===== src/rtl/cpu_trace_pkg.sv =====
// Shared definitions for the CPU trace buffer: state and mode encodings,
// entry width and bit offsets of each field inside a packed trace entry.
package cpu_trace_pkg;

  typedef enum logic [1:0] {
    ST_IDLE = 2'd0,
    ST_PRE  = 2'd1,
    ST_POST = 2'd2,
    ST_DONE = 2'd3
  } state_e;

  localparam logic MODE_LINEAR   = 1'b0;
  localparam logic MODE_CIRCULAR = 1'b1;

  // Entry layout, MSB first: {pc, ins, wr, wm, acc, addr, alu}
  function automatic int entry_w(input int pc_w, input int ins_w, input int data_w);
    return pc_w + ins_w + 2 + 3 * data_w;
  endfunction

  function automatic int off_alu(input int data_w);
    return 0 * data_w;
  endfunction

  function automatic int off_addr(input int data_w);
    return data_w;
  endfunction

  function automatic int off_acc(input int data_w);
    return 2 * data_w;
  endfunction

  function automatic int off_wm(input int data_w);
    return 3 * data_w;
  endfunction

  function automatic int off_wr(input int data_w);
    return 3 * data_w + 1;
  endfunction

  function automatic int off_ins(input int data_w);
    return 3 * data_w + 2;
  endfunction

  function automatic int off_pc(input int ins_w, input int data_w);
    return 3 * data_w + 2 + ins_w;
  endfunction

  // Offsets for the default configuration (PC_W=5, INS_W=8, DATA_W=8)
  localparam int DEF_ENTRY_W  = 39;
  localparam int DEF_OFF_ALU  = 0;
  localparam int DEF_OFF_ADDR = 8;
  localparam int DEF_OFF_ACC  = 16;
  localparam int DEF_OFF_WM   = 24;
  localparam int DEF_OFF_WR   = 25;
  localparam int DEF_OFF_INS  = 26;
  localparam int DEF_OFF_PC   = 34;

endpackage


===== src/rtl/trace_ram.sv =====
// Simple dual-port storage for trace entries: one write port, one registered
// read port. The array itself is never reset so it maps onto block RAM.
module trace_ram #(
  parameter int WIDTH = 39,
  parameter int DEPTH = 16,
  localparam int AW = $clog2(DEPTH)
) (
  input  logic             clk_i,
  input  logic             we_i,
  input  logic [AW-1:0]    waddr_i,
  input  logic [WIDTH-1:0] wdata_i,
  input  logic             re_i,
  input  logic [AW-1:0]    raddr_i,
  output logic [WIDTH-1:0] rdata_o
);

  logic [WIDTH-1:0] mem_q [DEPTH];
  logic [WIDTH-1:0] rdata_q;

  always_ff @(posedge clk_i) begin
    if (we_i) begin
      mem_q[waddr_i] <= wdata_i;
    end
    if (re_i) begin
      rdata_q <= mem_q[raddr_i];
    end
  end

  assign rdata_o = rdata_q;

endmodule


===== src/rtl/cpu_trace_buffer.sv =====
// Trace capture unit for the accumulator CPU: records qualified cycles in
// linear or circular mode around a trigger, then drains oldest-first.
module cpu_trace_buffer
  import cpu_trace_pkg::*;
#(
  parameter int PC_W      = 5,
  parameter int INS_W     = 8,
  parameter int DATA_W    = 8,
  parameter int DEPTH     = 16,
  parameter int POST_TRIG = 4,
  localparam int ENTRY_W  = entry_w(PC_W, INS_W, DATA_W),
  localparam int CNT_W    = $clog2(DEPTH) + 1
) (
  input  logic               clk_i,
  input  logic               reset_n,
  input  logic               arm_i,
  input  logic               mode_i,
  input  logic               trig_i,
  input  logic               sample_en_i,
  input  logic [PC_W-1:0]    pc_i,
  input  logic [INS_W-1:0]   ins_i,
  input  logic               wr_i,
  input  logic               wm_i,
  input  logic [DATA_W-1:0]  acc_i,
  input  logic [DATA_W-1:0]  addr_i,
  input  logic [DATA_W-1:0]  alu_i,
  input  logic               rd_en_i,
  output logic [ENTRY_W-1:0] rd_data_o,
  output logic               rd_valid_o,
  output logic [CNT_W-1:0]   count_o,
  output logic [1:0]         state_o,
  output logic               done_o,
  output logic               wrapped_o
);

  localparam int AW = $clog2(DEPTH);
  localparam logic [CNT_W-1:0] FULL_C     = CNT_W'(DEPTH);
  localparam logic [CNT_W-1:0] TGT_LIN_C  = CNT_W'(DEPTH);
  localparam logic [CNT_W-1:0] TGT_CIRC_C = CNT_W'(POST_TRIG);

  state_e           state_q, state_d;
  logic             mode_q, mode_d;
  logic [AW-1:0]    wr_ptr_q, wr_ptr_d;
  logic [AW-1:0]    rd_ptr_q, rd_ptr_d;
  logic [CNT_W-1:0] count_q, count_d;
  logic [CNT_W-1:0] post_cnt_q, post_cnt_d;
  logic             wrapped_q, wrapped_d;
  logic             rd_valid_q, rd_valid_d;
  logic             has_data_q, has_data_d;

  logic               ram_we;
  logic               ram_re;
  logic [ENTRY_W-1:0] wr_entry;
  logic [ENTRY_W-1:0] ram_rdata;
  logic [CNT_W-1:0]   post_tgt;
  logic               post_phase;
  logic               capture;

  assign wr_entry = {pc_i, ins_i, wr_i, wm_i, acc_i, addr_i, alu_i};

  always_ff @(posedge clk_i or negedge reset_n) begin
    if (!reset_n) begin
      state_q    <= ST_IDLE;
      mode_q     <= MODE_LINEAR;
      wr_ptr_q   <= '0;
      rd_ptr_q   <= '0;
      count_q    <= '0;
      post_cnt_q <= '0;
      wrapped_q  <= 1'b0;
      rd_valid_q <= 1'b0;
      has_data_q <= 1'b0;
    end else begin
      state_q    <= state_d;
      mode_q     <= mode_d;
      wr_ptr_q   <= wr_ptr_d;
      rd_ptr_q   <= rd_ptr_d;
      count_q    <= count_d;
      post_cnt_q <= post_cnt_d;
      wrapped_q  <= wrapped_d;
      rd_valid_q <= rd_valid_d;
      has_data_q <= has_data_d;
    end
  end

  always_comb begin
    state_d    = state_q;
    mode_d     = mode_q;
    wr_ptr_d   = wr_ptr_q;
    rd_ptr_d   = rd_ptr_q;
    count_d    = count_q;
    post_cnt_d = post_cnt_q;
    wrapped_d  = wrapped_q;
    rd_valid_d = 1'b0;
    has_data_d = has_data_q;
    ram_we     = 1'b0;
    ram_re     = 1'b0;

    post_tgt   = (mode_q == MODE_CIRCULAR) ? TGT_CIRC_C : TGT_LIN_C;
    // The trigger cycle already belongs to the post-trigger window.
    post_phase = (state_q == ST_POST) || ((state_q == ST_PRE) && trig_i);
    capture    = sample_en_i &&
                 (post_phase || ((state_q == ST_PRE) && (mode_q == MODE_CIRCULAR)));

    if (arm_i) begin
      state_d    = ST_PRE;
      mode_d     = mode_i;
      wr_ptr_d   = '0;
      rd_ptr_d   = '0;
      count_d    = '0;
      post_cnt_d = '0;
      wrapped_d  = 1'b0;
    end else begin
      if (capture) begin
        ram_we   = 1'b1;
        wr_ptr_d = wr_ptr_q + 1'b1;
        if (count_q == FULL_C) begin
          rd_ptr_d  = rd_ptr_q + 1'b1;
          wrapped_d = 1'b1;
        end else begin
          count_d = count_q + 1'b1;
        end
      end

      if (post_phase) begin
        state_d = ST_POST;
        if (sample_en_i) begin
          post_cnt_d = post_cnt_q + 1'b1;
          if ((post_cnt_q + 1'b1) == post_tgt) begin
            state_d = ST_DONE;
          end
        end
      end

      if ((state_q == ST_DONE) && rd_en_i && (count_q != '0)) begin
        ram_re     = 1'b1;
        rd_ptr_d   = rd_ptr_q + 1'b1;
        count_d    = count_q - 1'b1;
        rd_valid_d = 1'b1;
        has_data_d = 1'b1;
      end
    end
  end

  trace_ram #(
    .WIDTH (ENTRY_W),
    .DEPTH (DEPTH)
  ) u_ram (
    .clk_i   (clk_i),
    .we_i    (ram_we),
    .waddr_i (wr_ptr_q),
    .wdata_i (wr_entry),
    .re_i    (ram_re),
    .raddr_i (rd_ptr_q),
    .rdata_o (ram_rdata)
  );

  // The RAM read register has no reset, so mask it until a read has happened.
  assign rd_data_o  = has_data_q ? ram_rdata : '0;
  assign rd_valid_o = rd_valid_q;
  assign count_o    = count_q;
  assign state_o    = state_q;
  assign done_o     = (state_q == ST_DONE);
  assign wrapped_o  = wrapped_q;

endmodule


===== config.mk =====
export PLATFORM = sky130hd
export DESIGN_NAME = cpu_trace_buffer
export DESIGN_NICKNAME = d
export VERILOG_FILES = /design/src/rtl/cpu_trace_pkg.sv /design/src/rtl/trace_ram.sv /design/src/rtl/cpu_trace_buffer.sv
export SDC_FILE = /design/constraint.sdc
export NUM_CORES = 1
export LEC_CHECK = 0
export CAP_MARGIN = 20
export CORE_UTILIZATION = 55
export DETAILED_ROUTE_END_ITERATION = 10
export PLACE_DENSITY = 0.76
export SETUP_SLACK_MARGIN = 0.4
export SYNTH_ARGS = -nofsm -noshare
export SYNTH_HDL_FRONTEND = slang
export SYNTH_SLANG_ARGS = --single-unit

===== constraint.sdc =====
create_clock -name clk_i -period 4.4 [get_ports clk_i]
set_input_delay 0.88 -clock clk_i [delete_from_list [all_inputs] [get_ports clk_i]]
set_output_delay 0.88 -clock clk_i [all_outputs]
set_load 0.1 [all_outputs]

==> results.txt, run 1 <==
Status: complete, no violations
Register-to-Register Path Depth: 3
Leading register cell type out of synthesis: sky130_fd_sc_hd__edfxtp_1
DRT iter0 DRCs: 1380
Max Fanout on Critical Path: 9
Overall overflow remaining after global route: 0
Vertical die dimension: 221.5 µm
Max transition margin: 0.3236
Final std cell area, no fill: 30570 µm²
# placed instances: 1813
Placed wire-length estimate after detailed placement: 31890 µm
WHS Path Cells: 2
CTS sink count: 687
HP Class: reg -> reg
Compound-gate portion of the synthesized area: 0.007511
Initial cell density of the core: 0.5559
Antenna violations before repair: 1
Setup Crit Path Kind: reg -> out
Multiplexer area fraction after synthesis: 0.1709
Instance count of the mapped netlist: 1116
Average wire per standard cell: 29.12 µm
CTS buffer count: 67
Netlist area before placement: 26490 µm²
Vias in the first global route: 12576
Clk_skew: 0.01819 ns
Number of warnings printed during yosys synthesis: 0
Crit share post-route: 0.7343
Post-CTS Setup Bufs: 0
GRT Util Overall: 0.2381
Total of buffers placed on input and output ports: 94
Number of detailed-route iterations in the first pass: 5
Level count of the clock H-tree: 3
Utilization after layout: 0.6416
Cts hold-fix bufs: 0
Layout fillers: 2981
Number of different library cells in the post-synthesis netlist: 41
Synth Register Bits: 687
Minimum clock period after layout: 3.231 ns
Xor and xnor fraction of the mapped netlist area: 0.004299
Transition time at the pin with the least slew margin: 1.011 ns
Setup slack, reg-to-reg: 1.71 ns
Wire length of the first global-routing pass: 83920 µm
Leakage power total: 9.509 nW
Main combinational cell family by area after synthesis: multiplexers
Startpoint type of the worst setup path: register
Worst-path cell chain: and2_1 > clkdlybuf4s50_1
Number of vias per cell: 6.262
Startpoint of the most critical hold path: wrapped_o
Die area: 49040 µm²
R2r endpoint: u_ram.rdata_o[22]
Final hold viol count: 0
CP arrival: 2.35 ns
Final std cells w/o fill: 1930
Share of synthesized cell area in and, or, nand and nor gates: 0.02253
Clock root buffer: sky130_fd_sc_hd__clkbuf_16
Fraction of layout instances using a drive strength above 1: 0.2875
Post-synthesis adder-cell area fraction: 0.005480
Cell with the most instances after synthesis: sky130_fd_sc_hd__edfxtp_1
Placement Rows: 80
Number of top-level pins: 95
Antenna-violating nets left: 0
Antenna Cells: 0
Unrepaired setup endpoints after global routing: false
Clk_lat worst skew: 0.60 ns
Total of cells resized after clock tree synthesis: 0
Power per standard cell area: 469.7 nW/µm²
Maximum buffer depth of the clock tree: 3
Die span in x: 221.5 µm
Required time reported for the critical path endpoint: 3.52 ns
Slowest stage delay, CP: 1.13 ns
Kind of end point of the critical path: primary output
Sequential fraction of the synthesis area: 0.7743
Leading cell types by total area after synthesis: sky130_fd_sc_hd__edfxtp_1 75%, sky130_fd_sc_hd__mux4_2 15%, sky130_fd_sc_hd__dfrtp_1 2.3%, sky130_fd_sc_hd__mux4_1 2.2%, sky130_fd_sc_hd__and2_1 0.94%
Pins Over Slew Limit: 0
Routability congestion estimate: 0.7957
Layout area overhead: 15.41%
Number of nets at the end of the flow: 1325
Top-area cell type share of the netlist area: 0.7517
Final Routed Wirelength: 56200 µm
Remaining design rule violation count: 0
Cell taking the most area after synthesis: sky130_fd_sc_hd__edfxtp_1
Critical R2R Launch: rd_ptr_q[0]
Sequential cell area: 20520 µm²
Area of placed instances: 28390 µm²
Maximum vdd drop: 0.2253 mV
Maximum number of pins on one net before global-route repair: 74
Footprint of the multi-input gates: 5723 µm²
Endpoint of the worst hold-timing path: wrapped_o
Post-synthesis area per instance: 23.73 µm²
EDFF count, synth: 663
Total nets after synthesis: 1173
Max-capacitance violation count: 0
Clock tree from TritonCTS: built
Clock-pin transition on the worst setup and hold timing paths: 0.07 ns
Maximum clock rate: 0.3095 GHz
Total Negative Setup Slacks: 0 ns
Setup Viol. Count Final: 0
Crit-path slowest cell: sky130_fd_sc_hd__clkdlybuf4s50_1
Core Region: 47650 µm²
Most instantiated cells after synthesis: 663 x sky130_fd_sc_hd__edfxtp_1, 173 x sky130_fd_sc_hd__mux4_2, 40 x sky130_fd_sc_hd__and2_1
Vias: 12085
Share of flip-flops with an asynchronous set or reset: 0.03493
-- where the power goes --
part,total (W),internal (W),leakage [nW],switching (W)
logic,0.00144,0.000359,2.18,0.00108
clock network,0.00565,0.00329,1.05,0.00235
registers,0.00727,0.00722,6.28,0.0000532
total,0.0144,0.0109,9.51,0.00349
-- state kept, by name, indices dropped and copies added (netlist names) --
register       count
post_cnt_q         5
wr_ptr_q           4
mode_q             1
u_ram.mem_q      624
u_ram.rdata_o     39
count_o            5
rd_valid_o         1
has_data_q         1
wrapped_o          1
state_o            2
rd_ptr_q           4
-- worst max-delay path by stage --
stage / endpoint / slack (ns) / cells past startpoint / start
after floorplan: u_ram.mem_q[15][0] / 0.41 / 5 / state_o[0]
after CTS: done_o / 1.14 / 2 / state_o[0]
after detailed placement: u_ram.mem_q[15][30] / 1.03 / 8 / sample_en_i
after global placement: u_ram.mem_q[15][30] / 1.12 / 8 / sample_en_i
final: done_o / 1.17 / 2 / state_o[0]
after global routing: rd_data_o[15] / 1.10 / 3 / has_data_q
-- per-stage QoR --
step	hold slack [ns]	setup slack, ns	power (W)
6_report	0.5047	1.169	0.01436
5_1_grt	0.5496	1.095	0.01474
4_1_cts	0.5114	1.138	0.01444
3_5_place_dp	0.4945	1.034	0.008853
3_3_place_gp	0.4835	1.119	0.008840
2_1_floorplan	0.5369	0.4113	0.008431
-- critical path, delay by kind of cell (launching register included) --
family                 cells  cell delay (ns)
buffers and inverters      1             1.13
DFF                        1             0.47
and+or+nand+nor            1             0.16
-- per-layer routing --
metal  track usage  share of wire  vias up
met5             0        0.00016        -
met4       0.07863          0.023        2
met3       0.03612          0.061       85
met2        0.3969           0.52      523
met1        0.3277           0.40     6461
li1              -              -     5014
-- cell type report --
cell class,count,share of cell area
tap,615,0.02517
timing repair buffer,138,0.04478
sequential,687,0.6714
multi-input combinational,365,0.1872
inverter,9,0.001105
clock buffer,82,0.05808
clock inverter,34,0.01228
-- kinds of logic (layout without fill, tap and decap cells) --
kind of cell | Yosys count | in the layout
adder cells (fa/ha/maj) | 11 | 11
XOR/XNOR | 13 | 13
multiplexers | 200 | 200
AND/OR/NAND/NOR | 115 | 115
buffers and inverters | 64 | 263
AO/OA/AOI/OAI | 26 | 26
flip-flops | 687 | 687
-- placed cells by master, fill, tap and decap left out, types with 2 or more instances in the layout --
master                            Yosys  final
sky130_fd_sc_hd__a211oi_1             3      3
sky130_fd_sc_hd__a21o_1               2      2
sky130_fd_sc_hd__a21oi_1              6      6
sky130_fd_sc_hd__and2_1              40     40
sky130_fd_sc_hd__buf_12               4     14
sky130_fd_sc_hd__buf_4                0     68
sky130_fd_sc_hd__bufinv_16            0      7
sky130_fd_sc_hd__clkbuf_1            25     13
sky130_fd_sc_hd__clkbuf_16            0     69
sky130_fd_sc_hd__clkdlybuf4s50_1      0     55
sky130_fd_sc_hd__clkinv_1             0     10
sky130_fd_sc_hd__clkinv_2             0      9
sky130_fd_sc_hd__clkinv_8             0      2
sky130_fd_sc_hd__clkinvlp_4           0      2
sky130_fd_sc_hd__dfrtp_1             24     20
sky130_fd_sc_hd__dfrtp_4              0      3
sky130_fd_sc_hd__edfxtp_1           663    663
sky130_fd_sc_hd__ha_1                10     10
sky130_fd_sc_hd__inv_1                8      8
sky130_fd_sc_hd__inv_6                0      3
sky130_fd_sc_hd__mux2i_1              4      4
sky130_fd_sc_hd__mux4_1              22     22
sky130_fd_sc_hd__mux4_2             173    173
sky130_fd_sc_hd__nand2_1             11     11
sky130_fd_sc_hd__nand2b_1             6      6
sky130_fd_sc_hd__nand3_1              6      6
sky130_fd_sc_hd__nor2_1              32     19
sky130_fd_sc_hd__nor2_4               0     13
sky130_fd_sc_hd__nor2b_1              2      2
sky130_fd_sc_hd__nor3_1               9      5
sky130_fd_sc_hd__nor3_4               0      4
sky130_fd_sc_hd__o21ai_0              8      8
sky130_fd_sc_hd__o21ai_2              2      2
sky130_fd_sc_hd__or2_2                2      2
sky130_fd_sc_hd__or3_1                2      2
sky130_fd_sc_hd__xnor2_1              9      9
sky130_fd_sc_hd__xor2_1               4      4
No activity file was read; power rests on OpenSTA's default activity.
==> run 2: changes to the inputs <==
clock period = 2.6 ns   (was 4.4 ns; I/O delays follow)
==> run 2 against run 1 <==
  * Sequential cell count is the same
  * Sequential power up 69%
  * Combinational power rose to 2.8 times the previous value
  * Clock-buffer cell count decreased by 1
  * Die area unchanged
  * Global-route usage grew 2.0 points
  * Largest cell class unchanged
  * Design area grew 9.2%
  * Non-clock buffer count up 106
  * Largest power group unchanged
==> results.txt, run 2 (synthesized netlist as in run 1, its figures left out) <==
Largest reg by FF count: u_ram.mem_q
Final std cells w/o fill: 2039 (+5.6%)
Transition time at the pin with the least slew margin: 1.013 ns (+0.001914 ns)
Total of buffers placed on input and output ports: 94 (unchanged)
Status: complete, no violations
Power per standard cell area: 776.2 nW/µm² (+65%)
Footprint of the multi-input gates: 5934 µm² (+3.7%)
Most common cell after layout, fill and taps aside: sky130_fd_sc_hd__edfxtp_1
Final Routed Wirelength: 73240 µm (+30%)
Final hold viol count: 0 (unchanged)
HP Class: in -> async
Worst hold-check slack: 0.2688 ns (-0.2359 ns)
CTS buffer count: 69 (+3.0%)
Unrepaired setup endpoints after global routing: true
Average wire per standard cell: 35.92 µm (+23%)
Most frequent cells in the layout: 663 x sky130_fd_sc_hd__edfxtp_1, 185 x sky130_fd_sc_hd__mux4_2, 102 x sky130_fd_sc_hd__clkbuf_16
Remaining design rule violation count: 0 (unchanged)
Clk_lat worst skew: 0.62 ns (+0.02 ns)
DRT iter0 DRCs: 1828 (+32%)
Die area: 49040 µm² (unchanged)
Max-capacitance violation count: 0 (unchanged)
Initial cell density of the core: 0.5559 (unchanged)
Kind of end point of the critical path: register
GRT Util Overall: 0.2581 (+0.02001)
Wire length of the first global-routing pass: 89100 µm (+6.2%)
Worst-path cell chain: buf_12 > buf_4 > buf_16 > mux4_1 > mux4_2
Fraction of layout instances using a drive strength above 1: 0.4023 (+0.1148)
Vias in the first global route: 12701 (+0.99%)
Setup Viol. Count Final: 0 (unchanged)
Max transition margin: 0.3244 (+0.0008360)
Leakage power total: 10.62 nW (+12%)
Sequential cell area: 20540 µm² (+0.11%)
Core Region: 47650 µm² (unchanged)
Startpoint type of the worst setup path: register
Maximum vdd drop: 0.5485 mV (+140%)
Required time reported for the critical path endpoint: 2.94 ns (-0.58 ns)
Placement Rows: 80 (unchanged)
Clock root buffer: sky130_fd_sc_hd__clkbuf_16
Number of vias per cell: 6.692 (+6.9%)
Minimum clock period after layout: 2.356 ns
Register-to-Register Path Depth: 5 (+2)
Setup Crit Path Kind: reg -> reg
Vertical die dimension: 221.5 µm (unchanged)
CP arrival: 2.70 ns (+0.35 ns)
Antenna violations before repair: 9 (+8)
Clock tree from TritonCTS: built
Clk_skew: 0.03538 ns (+0.01719 ns)
# placed instances: 1833 (+1.1%)
Level count of the clock H-tree: 3 (unchanged)
Layout fillers: 2623 (-12%)
Routability congestion estimate: 0.7929 (-0.35%)
Cts hold-fix bufs: 0 (unchanged)
Maximum number of pins on one net before global-route repair: 73 (-1.4%)
Number of flip-flops in the largest register: 624 (unchanged)
Layout area overhead: 26.03%
Crit share post-route: 0.9063
Clock-pin transition on the worst setup and hold timing paths: 0.06 ns (about the same)
Overall overflow remaining after global route: 0 (unchanged)
Number of detailed-route iterations in the first pass: 5 (unchanged)
Antenna-violating nets left: 0 (unchanged)
CTS sink count: 687 (unchanged)
Crit-path slowest cell: sky130_fd_sc_hd__mux4_1
Maximum buffer depth of the clock tree: 3 (unchanged)
Number of top-level pins: 95 (unchanged)
Slowest stage delay, CP: 0.65 ns (-0.48 ns)
Placed wire-length estimate after detailed placement: 35660 µm (+12%)
Maximum clock rate: 0.4244 GHz
Max Fanout on Critical Path: 7 (-2)
Die span in x: 221.5 µm (unchanged)
Vias: 13644 (+13%)
Pins Over Slew Limit: 0 (unchanged)
Number of nets at the end of the flow: 1433 (+8.2%)
==> run 2: per-stage QoR <==
step / util / worst slack, ns / cell area, µm² / power, W / TNS [ns]
global placement: 0.6200 / 0.05956 / 29540 / 0.01551 / 0
floorplan: - / -0.3301 / 26740 / 0.01430 / -48.48
detailed placement: 0.6200 / 0.06956 / 29540 / 0.01555 / 0
CTS: 0.6695 / 0.2970 / 31900 / 0.02520 / 0
finish: 0.7006 / 0.2437 / 33380 / 0.02591 / 0
global route: 0.7005 / 0.2159 / 33380 / 0.02644 / 0
==> run 2: area by class of cell <==
class,count,area share
multi-input combinational,365,0.1778
tap,615,0.02305
inverter,9,0.001087
clock inverter,36,0.008358
antenna,2,0.0001499
clock buffer,81,0.05495
sequential,687,0.6154
timing repair buffer,244,0.1192
==> run 2: worst paths after layout <==
check,from,end,slack [ns]
min in group clk_i,mode_i,mode_q,0.53
worst max register to register,rd_ptr_q[0],u_ram.rdata_o[0],0.24
worst min-delay path,reset_n,count_o[2],0.27
worst max-delay path,rd_ptr_q[0],u_ram.rdata_o[0],0.24
max in group asynchronous,reset_n,state_o[1],2.05
worst min register to register,wrapped_o,wrapped_o,0.56
==> run 2: what timing repair did <==
| item | CTS | global route |
|---|---|---|
| gates resized for setup | 25 | 77 |
| gates cloned | 2 | 40 |
| endpoints found under the setup margin | 80 | 484 |
| endpoints found under the hold margin | 0 | 0 |
| buffers inserted | 9 | 36 |
| pin swaps | 1 | 17 |
==> run 2: metal layers <==
layer / up-vias / track usage / part of all wire
met3: 130 / 0.05935 / 0.12
met1: 7213 / 0.3975 / 0.37
met5: - / 0 / 0.00037
met4: 4 / 0.06564 / 0.032
li1: 5233 / - / -
met2: 1064 / 0.3797 / 0.48
==> run 2: power by group <==
part | total [W] | internal (W) | leakage [nW] | switching [W]
sequential | 0.0123 | 0.0122 | 6.27 | 0.0000507
combinational | 0.00398 | 0.00157 | 3.31 | 0.00241
clock | 0.00966 | 0.00543 | 1.04 | 0.00423
==> run 2: worst max-delay path, delay by kind of cell (launching register included) <==
kind                   cells  cell delay [ns]
flip-flops                 1             0.48
buffers and inverters      3             0.43
multiplexers               2             1.17
